[config.mk]
export PLATFORM = sky130hd
export DESIGN_NAME = doodle_sprite_fetch
export DESIGN_NICKNAME = d
export VERILOG_FILES = /design/src/rtl/doodle_sprite_pkg.sv /design/src/rtl/sprite_hit_addr.sv /design/src/rtl/doodle_sprite_fetch.sv
export SDC_FILE = /design/constraint.sdc
export NUM_CORES = 1
export LEC_CHECK = 0
export ABC_AREA = 1
export CAP_MARGIN = 20
export CELL_PAD_IN_SITES_DETAIL_PLACEMENT = 1
export CELL_PAD_IN_SITES_GLOBAL_PLACEMENT = 1
export CORE_UTILIZATION = 36
export CTS_CLUSTER_SIZE = 16
export DETAILED_ROUTE_END_ITERATION = 8
export PLACE_DENSITY_LB_ADDON = 0.1
export SLEW_MARGIN = 20
export SYNTH_ARGS = -nofsm -noshare
export SYNTH_HDL_FRONTEND = slang
export SYNTH_SLANG_ARGS = --single-unit
export TNS_END_PERCENT = 50
[constraint.sdc]
create_clock -name Clk -period 5 [get_ports Clk]
set_input_delay 0.5 -clock Clk [delete_from_list [all_inputs] [get_ports Clk]]
set_output_delay 0.5 -clock Clk [all_outputs]
set_load 0.02 [all_outputs]
[src/rtl/doodle_sprite_pkg.sv]
// rtl/doodle_sprite_pkg.sv - shared sprite geometry constants and types
package doodle_sprite_pkg;
    localparam int SPR_W     = 29;
    localparam int SPR_H     = 30;
    localparam int SPR_DEPTH = SPR_W * SPR_H;
    localparam int ADDR_W    = 15;

    typedef logic [23:0]        rgb_t;
    typedef logic signed [11:0] coord_t;

    localparam rgb_t KEY_RGB = 24'hFFFFFF;
endpackage

[src/rtl/sprite_hit_addr.sv]
// rtl/sprite_hit_addr.sv - combinational sprite hit test, mirroring and RAM address
module sprite_hit_addr
    import doodle_sprite_pkg::*;
(
    input  logic [9:0]        draw_x,
    input  logic [9:0]        draw_y,
    input  logic              de,
    input  coord_t            pos_x,
    input  coord_t            pos_y,
    input  logic              mirror,
    output logic              hit,
    output logic [ADDR_W-1:0] addr
);
    localparam coord_t             W_C = coord_t'(SPR_W);
    localparam coord_t             H_C = coord_t'(SPR_H);
    localparam logic [ADDR_W-1:0]  W_A = ADDR_W'(SPR_W);

    coord_t rel_x;
    coord_t rel_y;
    coord_t col;

    always_comb begin
        rel_x = coord_t'({2'b00, draw_x}) - pos_x;
        rel_y = coord_t'({2'b00, draw_y}) - pos_y;
        hit   = de && !rel_x[11] && (rel_x < W_C) && !rel_y[11] && (rel_y < H_C);
        col   = mirror ? (W_C - 12'sd1 - rel_x) : rel_x;
        // Only meaningful when hit; the caller holds its address otherwise.
        addr  = ADDR_W'(rel_y) * W_A + ADDR_W'(col);
    end
endmodule

[src/rtl/doodle_sprite_fetch.sv]
// rtl/doodle_sprite_fetch.sv - 3-stage doodle sprite address/pixel pipeline
module doodle_sprite_fetch
    import doodle_sprite_pkg::*;
(
    input  logic              Clk,
    input  logic              Reset_n,
    input  logic              frame_start,
    input  logic signed [10:0] SpriteX,
    input  logic signed [10:0] SpriteY,
    input  logic              facing_left,
    input  logic [9:0]        DrawX,
    input  logic [9:0]        DrawY,
    input  logic              de,
    output logic [ADDR_W-1:0] read_address,
    input  rgb_t              ram_data,
    output rgb_t              pixel_rgb,
    output logic              pixel_vis,
    output logic [9:0]        out_DrawX,
    output logic [9:0]        out_DrawY
);
    logic signed [10:0] lx_q, lx_d, ly_q, ly_d;
    logic               lf_q, lf_d;
    logic [ADDR_W-1:0]  addr_q, addr_d;
    logic               hit1_q, hit1_d, hit2_q, hit2_d, vis_q, vis_d;
    logic [9:0]         x1_q, x1_d, y1_q, y1_d, x2_q, x2_d, y2_q, y2_d;
    logic [9:0]         x3_q, x3_d, y3_q, y3_d;
    rgb_t               rgb_q, rgb_d;
    logic               hit_c;
    logic [ADDR_W-1:0]  addr_c;

    sprite_hit_addr u_hit (
        .draw_x (DrawX),
        .draw_y (DrawY),
        .de     (de),
        .pos_x  ({lx_q[10], lx_q}),
        .pos_y  ({ly_q[10], ly_q}),
        .mirror (lf_q),
        .hit    (hit_c),
        .addr   (addr_c)
    );

    always_comb begin
        lx_d = lx_q;
        ly_d = ly_q;
        lf_d = lf_q;
        // New position takes effect the cycle after the pulse, never mid-frame.
        if (frame_start) begin
            lx_d = SpriteX;
            ly_d = SpriteY;
            lf_d = facing_left;
        end
        hit1_d = hit_c;
        addr_d = hit_c ? addr_c : addr_q;
        x1_d   = DrawX;
        y1_d   = DrawY;
        hit2_d = hit1_q;
        x2_d   = x1_q;
        y2_d   = y1_q;
        vis_d  = hit2_q && (ram_data != KEY_RGB);
        rgb_d  = vis_d ? ram_data : '0;
        x3_d   = x2_q;
        y3_d   = y2_q;
    end

    always_ff @(posedge Clk or negedge Reset_n) begin
        if (!Reset_n) begin
            lx_q   <= '0;
            ly_q   <= '0;
            lf_q   <= 1'b0;
            addr_q <= '0;
            hit1_q <= 1'b0;
            hit2_q <= 1'b0;
            vis_q  <= 1'b0;
            rgb_q  <= '0;
            x1_q   <= '0;
            y1_q   <= '0;
            x2_q   <= '0;
            y2_q   <= '0;
            x3_q   <= '0;
            y3_q   <= '0;
        end else begin
            lx_q   <= lx_d;
            ly_q   <= ly_d;
            lf_q   <= lf_d;
            addr_q <= addr_d;
            hit1_q <= hit1_d;
            hit2_q <= hit2_d;
            vis_q  <= vis_d;
            rgb_q  <= rgb_d;
            x1_q   <= x1_d;
            y1_q   <= y1_d;
            x2_q   <= x2_d;
            y2_q   <= y2_d;
            x3_q   <= x3_d;
            y3_q   <= y3_d;
        end
    end

    assign read_address = addr_q;
    assign pixel_rgb    = rgb_q;
    assign pixel_vis    = vis_q;
    assign out_DrawX    = x3_q;
    assign out_DrawY    = y3_q;
endmodule

## Word-level counts from Yosys, hierarchy flattened

Index checks and enable logic that the tools add are counted.

- $add $sub $neg: 4
- Multiply operators: 1
- $lt $le $gt $ge: 2
- Equal/unequal tests: 1
- Multiplexer cells: 2
- Reduce and logical (&&, ||, !) cells: 7

Operators by type and width:

| operator | number |
|---|---|
| less-than comparator 12 x 6 -> 1 bit, second input constant | 2 |
| 2-to-1 mux 24 bit | 1 |
| inequality test 24 bit, second input constant | 1 |
| subtractor 11 x 11 -> 12 bit | 2 |
| adder 15 bit | 1 |
| multiplier 12 x 6 -> 15 bit, second input constant | 1 |
| 2-to-1 mux 12 bit | 1 |
| subtractor 6 x 12 -> 12 bit, first input constant | 1 |
| logical AND 1 bit | 5 |
| logical NOT 1 bit | 2 |

- Flip-flop bits (word level): 125
- Input port bits: 71
- Output and inout port bits: 60
- Word-level logic and storage cells: 31

## Logic depth before layout (Yosys ltp)

Gate-level depths: netlist (run 1).

- Depth in word-level cells: 6
- Gate-level depth with buffers: 33

## Cells and area by module

Synthesis (run 1) repeated with hierarchy kept, for this count alone.

- Cell total of the unflattened synthesis: 749
- Area, all modules: 7,307.0 um2

Modules (own cells, without submodules):

| module | times used | cells each | area each (um2) | sequential area each (um2) |
|---|---|---|---|---|
| doodle_sprite_fetch | 1 | 243 | 3,896.2 | 3,128.0 |
| sprite_hit_addr | 1 | 506 | 3,410.8 | 0.0 |

## Worst setup path before layout (run 1)

Ideal clock, no wire load.

- Path type: input to register
- Start: input port DrawY[0]
- End: register addr_q[13], in the netlist read_address[13]
- Setup time: 0.121 ns
- Arrival time: 5.223 ns
- Setup slack: -0.345 ns
- Cell stages on the path: 30
- Buffers on the path: 0
- Path through: inv_1 > ha_1 > inv_1 > fa_1 > nand3_1 > nand3_1 > a21oi_1 > o21ai_0 > nand2_1 > nand2_1 > nand2_1 > nand2_1 > nand2_1 > nand2_1 > a21oi_1 > xor2_1 > ha_1 > fa_1 > fa_1 > inv_1 > fa_1 > inv_1 > ha_1 > a21oi_1 > o21ai_0 > a21oi_1 > nor2_1 > nor2_1 > xor2_1 > o21ai_1

- Word-level cells in the longest chain between the ends: 4
- Elaborated cells on any way between the ends: 7
- Those cells by class: add/sub: 2; mul: 1; order compare: 1; reduce/logical: 3

RTL lines:

| what | RTL line | text |
|---|---|---|
| start, declared | doodle_sprite_fetch.sv:12 | `input logic [9:0] DrawY,` |
| subtractor 11 x 11 -> 12 bit (*) | sprite_hit_addr.sv:24 | `rel_y = coord_t'({2'b00, draw_y}) - pos_y;` |
| parallel branches: the longest is 3 deep, another holds multiplier 12 x 6 -> 15 bit | - |  |
| end signal, assigned | doodle_sprite_fetch.sv:85 | `addr_q <= addr_d;` |
| end, declared | doodle_sprite_fetch.sv:23 | `logic [ADDR_W-1:0] addr_q, addr_d;` |

Every way passes the cells marked *.
A chain may end at the register's enable or synchronous reset.

## Final worst setup path (run 1)

- Start: register ly_q[0]
- End: register addr_q[14], in the netlist read_address[14]

- Word-level cells in the longest chain between the ends: 4
- Elaborated cells on any way between the ends: 7
- Those cells by class: add/sub: 2; mul: 1; order compare: 1; reduce/logical: 3

RTL lines:

| what | RTL line | text |
|---|---|---|
| start, declared | doodle_sprite_fetch.sv:21 | `logic signed [10:0] lx_q, lx_d, ly_q, ly_d;` |
| start signal, assigned | doodle_sprite_fetch.sv:83 | `ly_q <= ly_d;` |
| subtractor 11 x 11 -> 12 bit (*) | sprite_hit_addr.sv:24 |  |
| parallel branches: the longest is 3 deep, another holds multiplier 12 x 6 -> 15 bit | - |  |

Marked as above.

==> flow_metrics.env, run 1 <==
export IMPL_status="finished, violations left"
export IMPL_failed_checks="negative setup slack"
export IMPL_yosys_warnings=0
export IMPL_grt_overflow=0
export IMPL_hp_start="y1_q[9]"
export IMPL_crit_fanout=3
export IMPL_synth_nets=928
export IMPL_fp_dieW_um=143
export IMPL_finalMaxSlewViolations=0
export IMPL_yosysSeqAreaShare=0.439
export IMPL_setup_violations_final=4
export IMPL_num_antenna_cells=0
export IMPL_drive_gt1_frac=0.230
export IMPL_ys_seq_elements=125
export IMPL_r2r_start="ly_q[0]"
export IMPL_grt_pass1_vias=6281
export IMPL_crit_top_cell="nand2_1"
export IMPL_synth_area_um2=7120
export IMPL_grt_pass1_wl_um=31100
export IMPL_routedWlPerCell_um=15.2
export IMPL_rsz0062_at_grt="yes"
export IMPL_synth_edf_count=0
export IMPL_cp_arrival_ns=5.46
export IMPL_fin_crit_sh=1.03
export IMPL_synth_most_common_cell="inv_1"
export IMPL_vias_per_cell=4.51
export IMPL_max_freq_mhz=194
export IMPL_netlist_top_cells_count="inv_1, nand2_1, dfrtp_1"
export IMPL_drt_pass1_iter_count=4
export IMPL_core_um2=19400
export IMPL_antenna_found_initial=0
export IMPL_die_h_um=143
export IMPL_vias=5643
export IMPL_cts_buffers=17
export IMPL_cts_root_buffer="clkbuf_16"
export IMPL_avgSynthCellArea_um2=9.41
export IMPL_grt_usage=0.199
export IMPL_fin_nets=1144
export IMPL_clock_path_buffers=2
export IMPL_cp_start_kind="flip-flop"
export IMPL_slew_headroom=0.394
export IMPL_ys_top_cells_by_area="dfrtp_1, ha_1, inv_1, fa_1, nand2_1"
export IMPL_fin_crit_ns=5.15
export IMPL_h_tree_depth=4
export IMPL_area_growth_pct=45.2
export IMPL_grt_max_degree=73
export IMPL_clock_sinks=125
export IMPL_required_ns=5.31
export IMPL_synth_top_cell_by_area="dfrtp_1"
export IMPL_startpoint="ly_q[0]"
export IMPL_hold_path_class="reg -> reg"
export IMPL_tightest_slew_ns=0.909
export IMPL_critPathKind="reg -> reg"
export IMPL_stdcell_count=1251
export IMPL_fill_cells=2214
export IMPL_cap_violations=0
export IMPL_drc=0
export IMPL_routed_wirelength_um=19000
export IMPL_gp_congestion=0.809
export IMPL_max_stage_delay_ns=0.52
export IMPL_portBuffers=130
export IMPL_dp_cells=1203
export IMPL_synth_top_cell_area_share=0.439
export IMPL_async_flop_share=1.00
export IMPL_row_count=51
export IMPL_slowest_stage="fa_1"
export IMPL_cp_end_kind="flip-flop"
export IMPL_fin_skew_ns=0.0104
export IMPL_clock_latency_ns=0.42
export IMPL_synth_cell_types=35
export IMPL_first_iter_violations=127
export IMPL_hold_violations=0
export IMPL_path_clk_slew_ns=0.06
export IMPL_layout_setup_ws_ns=-0.150
export IMPL_synth_cells=757
export IMPL_start_util=0.367
export IMPL_ys_flop_type="dfrtp_1"
export IMPL_die_area_um2=20300
export IMPL_hpwl_um=14400
export IMPL_cts_tree="done"
export IMPL_pin_count=131
export IMPL_ant_nets=0
[through the flow]
step           instance area, um2  setup WS (ns)  setup TNS, ns   util  hold WS [ns]
2_1_floorplan                7240        -0.0744        -0.0744      -         0.204
3_3_place_gp                 9270         -0.989          -6.49  0.478         0.332
3_5_place_dp                 9270          -1.10          -7.19  0.478         0.336
4_1_cts                     10200         -0.135         -0.308  0.524         0.346
5_1_grt                     10300         -0.506          -1.79  0.533         0.354
6_report                    10300         -0.150         -0.408  0.533         0.346
[final cells by class]
cell class | count | area (um2) | area share
timing repair buffer | 208 | 1900 | 0.183
tap | 265 | 332 | 0.0321
clock buffer | 18 | 439 | 0.0425
clock inverter | 14 | 111 | 0.0108
multi-input combinational | 449 | 3770 | 0.365
inverter | 172 | 661 | 0.0639
sequential | 125 | 3130 | 0.303
[placed cells by master, fill, tap and decap left out, types with 3 or more instances in the layout]
master           synthesis  layout
a21oi_1                 28      16
a21oi_2                  0      11
buf_4                    0      74
buf_6                    3       4
clkbuf_16                0      17
clkdlybuf4s50_1          0     123
clkinv_2                 0       3
clkinvlp_4               0       4
dfrtp_1                125     125
dlygate4sd2_1            0       5
fa_1                    31      27
fa_2                     0       4
ha_1                    69      49
ha_4                     0      19
inv_1                  170     152
inv_2                    1      18
inv_6                    0       3
nand2_1                129     120
nand2_2                  9      16
nand3_1                 28      24
nand3_2                  2       6
nand4_1                 11      11
nor2_1                  45      44
o21ai_0                 29      25
o21ai_1                  2       5
o21ai_2                 10      11
xnor2_1                 16      13
xnor2_2                  0       3
xor2_1                  19      11
xor2_2                   0       6
[metal layers]
layer  global-route usage  share of wire  vias up
met5                    0              0        -
met4               0.0719          0.021        0
met3               0.0369          0.035       21
met2                0.343           0.50      109
met1                0.250           0.44     2772
li1                     -              -     2741
[critical path, delay by kind of cell, from the launching register on]
family / cells / cell delay (ns)
AO/OA/AOI/OAI: 3 / 0.40
XOR/XNOR: 1 / 0.11
flip-flops: 1 / 0.38
buffers and inverters: 8 / 0.55
AND/OR/NAND/NOR: 14 / 1.07
adder cells (fa/ha/maj): 7 / 2.53
[state kept, by name (all words and copies together), names as in the netlist, 10 cells and up]
name          flops
x1_q             10
y2_q             10
ly_q             11
out_DrawY        10
x2_q             10
out_DrawX        10
y1_q             10
read_address     15
lx_q             11
pixel_rgb        24
[timing repair]
action                     CTS  global route
pin swaps                   38            37
gates cloned                 0             0
setup endpoints to repair    7             7
resized for setup           48            35
hold buffers                 1             0
setup buffers               12             3
hold endpoints to repair    10             0
[cells by family (layout without fill, tap and decap cells)]
group                      count (synthesis)  in the layout  share of synthesized area
and+or+nand+nor                          235            235                      0.142
buffers and inverters                    183            412                      0.100
DFF                                      125            125                      0.439
adders and majority gates                100            100                      0.208
AOI/OAI and AO/OA                         77             77                     0.0638
xor gates and xnor gates                  35             35                     0.0430
muxes                                      2              2                    0.00316
[worst paths after layout]
check                                   end  slack, ns  depth (start not counted)
setup reg to reg           read_address[14]      -0.15                         33
min in group asynchronous      pixel_rgb[9]       0.45                          2
hold / removal                      y2_q[9]       0.35                          0
hold reg to reg                     y2_q[9]       0.35                          0
setup / recovery           read_address[14]      -0.15                         33
max in group asynchronous  read_address[14]       3.41                          3
Power of run 1 is left out: the tool's default activity adds up to more than one toggle a clock period on the data nets, which glitch-free logic cannot reach.
==> run 2: changes to the inputs <==
--- a/config.mk
+++ b/config.mk
@@ -9,6 +9,7 @@
 export CAP_MARGIN = 20
 export CELL_PAD_IN_SITES_DETAIL_PLACEMENT = 1
 export CELL_PAD_IN_SITES_GLOBAL_PLACEMENT = 1
+export CORE_MARGIN = 2
 export CORE_UTILIZATION = 36
 export CTS_CLUSTER_SIZE = 16
 export DETAILED_ROUTE_END_ITERATION = 8
==> run 2 against run 1 <==
- the flow still finishes with violations (negative setup slack)
- hold slack got worse by 0.053 ns
- flip-flop and latch count unchanged
- fmax increased by 0.43%
- clock skew decreased by 0.0016 ns
- cell count about the same
- wire length decreased by 2.7%
- clock-buffer cell count decreased by 1
- highest routed layer unchanged
==> flow_metrics.env, run 2 (synthesized netlist as in run 1, its figures left out) <==
export IMPL_first_iter_violations=129
export IMPL_h_tree_depth=4
export IMPL_drc=0
export IMPL_row_count=51
export IMPL_vias_per_cell=4.51
export IMPL_failed_checks="negative setup slack"
export IMPL_grt_overflow=0
export IMPL_fp_dieW_um=145
export IMPL_cap_violations=0
export IMPL_cts_tree="done"
export IMPL_max_stage_delay_ns=0.54
export IMPL_hold_violations=0
export IMPL_fin_skew_ns=0.00882
export IMPL_start_util=0.366
export IMPL_finalMaxSlewViolations=0
export IMPL_gp_congestion=0.822
export IMPL_required_ns=5.31
export IMPL_slowest_stage="fa_1"
export IMPL_area_growth_pct=44.1
export IMPL_layout_setup_ws_ns=-0.128
export IMPL_drive_gt1_frac=0.202
export IMPL_cts_root_buffer="clkbuf_16"
export IMPL_mostFrequentLayoutCells="inv_1, dfrtp_1, clkdlybuf4s50_1"
export IMPL_ant_nets=0
export IMPL_grt_pass1_vias=6263
export IMPL_die_h_um=145
export IMPL_fin_crit_ns=5.13
export IMPL_routed_wirelength_um=18500
export IMPL_path_clk_slew_ns=0.06
export IMPL_cts_buffers=17
export IMPL_final_common_cell="inv_1"
export IMPL_hold_path_class="in -> reg"
export IMPL_fin_nets=1143
export IMPL_setup_violations_final=4
export IMPL_largest_reg_flops=24
export IMPL_cp_start_kind="flip-flop"
export IMPL_slew_headroom=0.461
export IMPL_grt_pass1_wl_um=30500
export IMPL_crit_fanout=2
export IMPL_tightest_slew_ns=0.808
export IMPL_vias=5633
export IMPL_num_antenna_cells=0
export IMPL_grt_usage=0.189
export IMPL_drt_pass1_iter_count=4
export IMPL_antenna_found_initial=0
export IMPL_portBuffers=130
export IMPL_crit_top_cell="nand2_1"
export IMPL_cp_arrival_ns=5.44
export IMPL_routedWlPerCell_um=14.8
export IMPL_grt_max_degree=65
export IMPL_die_area_um2=20900
export IMPL_clock_latency_ns=0.42
export IMPL_cp_end_kind="flip-flop"
export IMPL_fin_util=0.527
export IMPL_max_freq_mhz=195
export IMPL_core_um2=19500
export IMPL_status="finished, violations left"
export IMPL_fin_crit_sh=1.03
export IMPL_clock_sinks=125
export IMPL_clock_path_buffers=2
export IMPL_critPathKind="reg -> reg"
export IMPL_hpwl_um=14200
export IMPL_pin_count=131
export IMPL_rsz0062_at_grt="yes"
run 2: changes by cell type in the layout (fill, tap and decap cells not counted), moves of 4 or more:
cell | previous run | this run
ha_4 | 19 | 15
a21oi_2 | 11 | 5
inv_2 | 18 | 10
xor2_2 | 6 | 2
ha_1 | 49 | 54
inv_1 | 152 | 160
xor2_1 | 11 | 16
a21oi_1 | 16 | 20
run 2: worst paths after layout:
check	from	to	slack (ns)	cells after the start
setup / recovery	ly_q[0]	read_address[14]	-0.13	33
hold / removal	DrawY[0]	y1_q[0]	0.29	1
max in group asynchronous	Reset_n	read_address[14]	3.38	3
hold reg to reg	x1_q[1]	x2_q[1]	0.35	0
min in group asynchronous	Reset_n	pixel_rgb[9]	0.50	2
setup reg to reg	ly_q[0]	read_address[14]	-0.13	33
run 2: what timing repair did:
| item | CTS | global route |
|---|---|---|
| pin swaps | 34 | 32 |
| setup buffers | 11 | 5 |
| setup endpoints to repair | 7 | 7 |
| hold endpoints to repair | 20 | 0 |
| gates resized for setup | 36 | 19 |
| hold buffers | 1 | 0 |
run 2: final cells by class:
cell class | instances | area [um2]
Clock inverter | 15 | 185
Inverter | 172 | 661
Fill cell | 2198 | 9200
Tap cell | 265 | 332
Clock buffer | 17 | 425
Timing Repair Buffer | 207 | 1890
Sequential cell | 125 | 3130
Multi-Input combinational cell | 449 | 3640
run 2: through the flow:
step	instances	setup slack, ns	hold slack, ns	TNS, ns	instance area [um2]
6_report	1250	-0.128	0.293	-0.266	10300
5_1_grt	1250	-0.436	0.276	-1.91	10300
4_1_cts	1246	-0.140	0.348	-0.400	10200
3_5_place_dp	1202	-1.13	0.336	-7.49	9260
3_3_place_gp	1202	-0.991	0.331	-6.49	9260
2_1_floorplan	757	-0.0744	0.204	-0.0744	7240
run 2: worst max-delay path, delay by kind of cell (launching register included):
family,cells,cell delay [ns]
AND/OR/NAND/NOR,13,0.82
buffers and inverters,8,0.48
XOR/XNOR,1,0.14
adder cells (fa/ha/maj),7,2.53
AO/OA/AOI/OAI,4,0.66
flip-flops,1,0.39
run 2: layer usage:
metal	part of all wire	track usage	vias up
li1	-	-	2746
met1	0.45	0.235	2762
met2	0.50	0.332	103
met3	0.034	0.0348	22
met4	0.020	0.0644	0
met5	0	0	-
Power of run 2 is left out for the same reason.
==> RTL change 1 (flow settings as in run 1) <==
Take the reset off `addr_q` and load it in a clocked block of its own.
--- a/src/rtl/doodle_sprite_fetch.sv
+++ b/src/rtl/doodle_sprite_fetch.sv
@@ -68,5 +68,4 @@
             ly_q   <= '0;
             lf_q   <= 1'b0;
-            addr_q <= '0;
             hit1_q <= 1'b0;
             hit2_q <= 1'b0;
@@ -83,5 +82,4 @@
             ly_q   <= ly_d;
             lf_q   <= lf_d;
-            addr_q <= addr_d;
             hit1_q <= hit1_d;
             hit2_q <= hit2_d;
@@ -97,4 +95,8 @@
     end
 
+    always_ff @(posedge Clk) begin
+        addr_q <= addr_d;
+    end
+
     assign read_address = addr_q;
     assign pixel_rgb    = rgb_q;
Behaviour: not the same (Yosys sat finds a counterexample within 4 cycles, from zero or initial values and one cycle with Reset_n low).
==> RTL change 1 against run 1 <==
The flow still finishes with violations (negative setup slack). Cell count fell by 2.3%. Worst setup slack gained 0.072 ns. Wire length fell by 1.9%. Synthesized area about the same. Clock skew is 0.0010 ns higher. Sequential cell count unchanged. Non-clock buffer count down 8. Design area barely moved. Largest cell class unchanged.
Power is left out: the tool's default activity adds up to more than one toggle a clock period on the data nets, which glitch-free logic cannot reach.
==> RTL change 1: results (changes against run 1) <==
| Metric | Value |
|---|---|
| Vias in the first global route | `6294 (+0.21%)` |
| GR Util met2 | `35.9% (+1.6 points)` |
| Via-to-Cell Ratio | `4.53 (+0.32%)` |
| Nets | `1116 (-2.4%)` |
| Post_cts resized | `34 (-29%)` |
| Status | `complete, but fails checks` |
| # fillers | `2221 (+0.32%)` |
| Mux cell area share after synthesis | `0.316% (about the same)` |
| Synth Area per Inst | `9.69 µm² (+3.0%)` |
| Finish-stage setup viols | `1 (-3)` |
| Number of synthesized flops with an enable pin | `15 (+15)` |
| Routability cong. | `0.814 (+0.58%)` |
| Initial DRC count | `160 (+26%)` |
| Largest net degree at the start of global routing | `62 (-15%)` |
| Sum Neg Setup Slack | `-0.0776 ns (+0.330 ns)` |
| Pre-CTS setup slack | `-0.971 ns (+0.131 ns)` |
| GR Util met1 | `23.7% (-1.2 points)` |
| Hold WS | `0.104 ns (-0.242 ns)` |
| RR Endpoint | `read_address[14]` |
| Synth Area in Adders | `20.8% (about the same)` |
| Async S/R FF share, synth | `88.0% (-12 points)` |
| Post-Syn Nets | `906 (-2.4%)` |
| DP HPWL | `14.4 mm (-0.17%)` |
| Fin cells | `1222 (-2.3%)` |
| Failing checks | `negative setup slack` |
| PnR worst setup slack | `-0.0776 ns (+0.0721 ns)` |
==> RTL change 1: cell count changes after synthesis, sizes merged, moves of 3 or more <==
cell	change
dfrtp	-15
edfxtp	+15
o21ai	-10
nand2	-8
nor2	-7
xnor2	-5
xor2	+4
a21o	+3
==> RTL change 1: layout make-up <==
type	instances	area share, %
timing repair buffer	200	17.6
sequential	125	31.0
inverter	173	6.29
multi-input combinational	428	36.3
clock buffer	18	4.25
clock inverter	13	1.36
tap	265	3.21
==> RTL change 1: worst max-delay path: cells and delay by family, from the launching register on <==
kind | cells | cell delay [ns]
flip-flops | 1 | 0.39
adder cells (fa/ha/maj) | 7 | 2.45
AO/OA/AOI/OAI | 4 | 0.58
buffers and inverters | 8 | 0.52
XOR/XNOR | 1 | 0.22
AND/OR/NAND/NOR | 8 | 0.66
==> RTL change 2 (flow settings as in run 1) <==
Made on the original files. `ADDR_W`: 15 -> 13.
--- a/src/rtl/doodle_sprite_pkg.sv
+++ b/src/rtl/doodle_sprite_pkg.sv
@@ -4,5 +4,5 @@
     localparam int SPR_H     = 30;
     localparam int SPR_DEPTH = SPR_W * SPR_H;
-    localparam int ADDR_W    = 15;
+    localparam int ADDR_W    = 13;
 
     typedef logic [23:0]        rgb_t;
Ports: changed (resized read_address); port bits go from 131 to 129. No check against the original RTL was run, so the function may have changed too.
==> RTL change 2 against run 1 <==
Sequential share of layout area increased by 0.078 points. Synthesized area decreased by 1.5%. Hold slack got worse by 0.10 ns. Register-to-register slack improved by 0.39 ns. Design area decreased by 1.9%. Worst setup slack improved by 0.30 ns. Wire length increased by 1.7%. Critical endpoint is now read_address[9]. Sequential cell count decreased by 2.
==> RTL change 2: results (changes against run 1) <==
| Metric | Value |
|---|---|
| Static Leak | `between 5 and 6 nW` |
| Pre-CTS setup slack | `-0.509 ns (+0.594 ns)` |
| Largest net degree at the start of global routing | `56 (-23%)` |
| Synth top area cells | `dfrtp_1, inv_1, ha_1` |
| CP Data Arrival Time | `5.17 ns (-0.29 ns)` |
| GR Util met2 | `36.3% (+2.0 points)` |
| Share of cells above drive strength 1 | `18.9% (-4.1 points)` |
| Vias in the first global route | `6562 (+4.5%)` |
| IO buf count | `128 (-1.5%)` |
| Drt first pass iters | `4 (unchanged)` |
| Clock power share | `between 10% and 20%` |
| WL met3 | `573 µm (-14%)` |
| R2R depth | `24 (-27%)` |
| Total track usage | `20.2% (+0.27 points)` |
| Crit Path Max Fanout | `5 (+2)` |
| Power Density | `between 700 and 800 mW/mm²` |
| Max Clk Rate | `0.206 GHz (+6.1%)` |
| Post-synth top cells | `inv_1, nand2_1, dfrtp_1, ha_1, nor2_1` |
| Routability cong. | `0.867 (+7.2%)` |
| Post-Syn Nets | `955 (+2.9%)` |
| Worst setup path endpoint | `read_address[9]` |
| CTS H-tree depth | `4 (unchanged)` |
| Initial antenna violation count | `0 (unchanged)` |
| Global-route wire length before repair | `31.6 mm (+1.6%)` |
| Reg clk slew, reported paths | `0.06 ns (about the same)` |
| Post-place instance area | `0.00921 mm² (-0.66%)` |
| Routed len/inst | `14.8 µm (-2.2%)` |
| Clk_skew | `0.0177 ns (+0.00728 ns)` |
| Fin cells | `1300 (+3.9%)` |
| Nets | `1180 (+3.1%)` |
| M1 WL | `8.50 mm (+0.64%)` |
| R2r setup slk | `0.24 ns (+0.39 ns)` |
| Post_cts resized | `11 (-77%)` |
| Met3 GRT Util | `3.68% (-0.010 points)` |
| Critical Path Start | `DrawY[0]` |
| Via-to-Cell Ratio | `4.55 (+0.87%)` |
| Post-synthesis cell type count | `33 (-5.7%)` |
| GR Util met1 | `24.4% (-0.60 points)` |
| CTS Root Cell | `clkbuf_16` |
| HP Class | `in2reg` |
| R2R Path Start | `lx_q[0]` |
| Worst-Skew Late Latency | `0.43 ns` |
| Status | `finished, final reports clean` |
| DP HPWL | `14.6 mm (+1.6%)` |
| Worst rel slew slack | `46.2% (+6.8 points)` |
| Worst VDD drop | `0.721 mV` |
| Logic power comb | `slightly above 0.005 W` |
| Initial DRC count | `109 (-14%)` |
| Register area share after synthesis | `43.9% (-0.055 points)` |
| Synth Area per Inst | `8.75 µm² (-7.0%)` |
| WL met2 | `9.89 mm (+4.3%)` |
| Setup Buffers After CTS | `0 (-12)` |
-- RTL change 2: worst max-delay path: stages --
cell and delay (ns):
clkdlybuf4s50_1 0.43, inv_1 0.09, ha_2 0.18, inv_1 0.07, fa_2 0.43, buf_4 0.16
nor2_1 0.17, nor2_4 0.08, fa_1 0.49, inv_1 0.05, fa_1 0.48, fa_1 0.54
inv_1 0.05, ha_1 0.36, a21oi_1 0.28, nand2_1 0.13, a211oi_1 0.28, xor2_1 0.18
nand4_1 0.10, nand2_1 0.09, inv_1 0.04
-- RTL change 2: layout make-up --
cell class	instances	area (µm²)
repair buffers	218	1970
clock inverters	12	90.1
well taps	260	325
clock buffers	20	457
multi-input cells	470	3490
flip-flops and latches	123	3080
fillers	2192	8750
inverters	197	739
-- RTL change 2: stage by stage --
step	util (%)	hold slack, ns
after floorplan	-	0.204
after global placement	48.7	0.332
after detailed placement	48.7	0.336
after CTS	52.0	0.339
after global routing	53.7	0.228
final	53.7	0.244
-- RTL change 2: cell families after synthesis --
logic type / share of synthesized area [%]
compound gates: 4.64
xor+xnor: 3.62
fa+ha+maj: 17.6
buf+inv: 11.3
flops: 43.9
mux: 0.321
simple gates: 18.6
-- RTL change 2: worst min-delay path by stage --
stage / start / endpoint / slack (ns) / cells past startpoint
2_1_floorplan: Reset_n / hit1_q / 0.20 / 0
4_1_cts: x1_q[2] / x2_q[2] / 0.34 / 0
6_report: DrawX[0] / x1_q[0] / 0.24 / 1
3_3_place_gp: x2_q[6] / out_DrawX[6] / 0.33 / 0
3_5_place_dp: x1_q[2] / x2_q[2] / 0.34 / 0
5_1_grt: DrawX[0] / x1_q[0] / 0.23 / 1
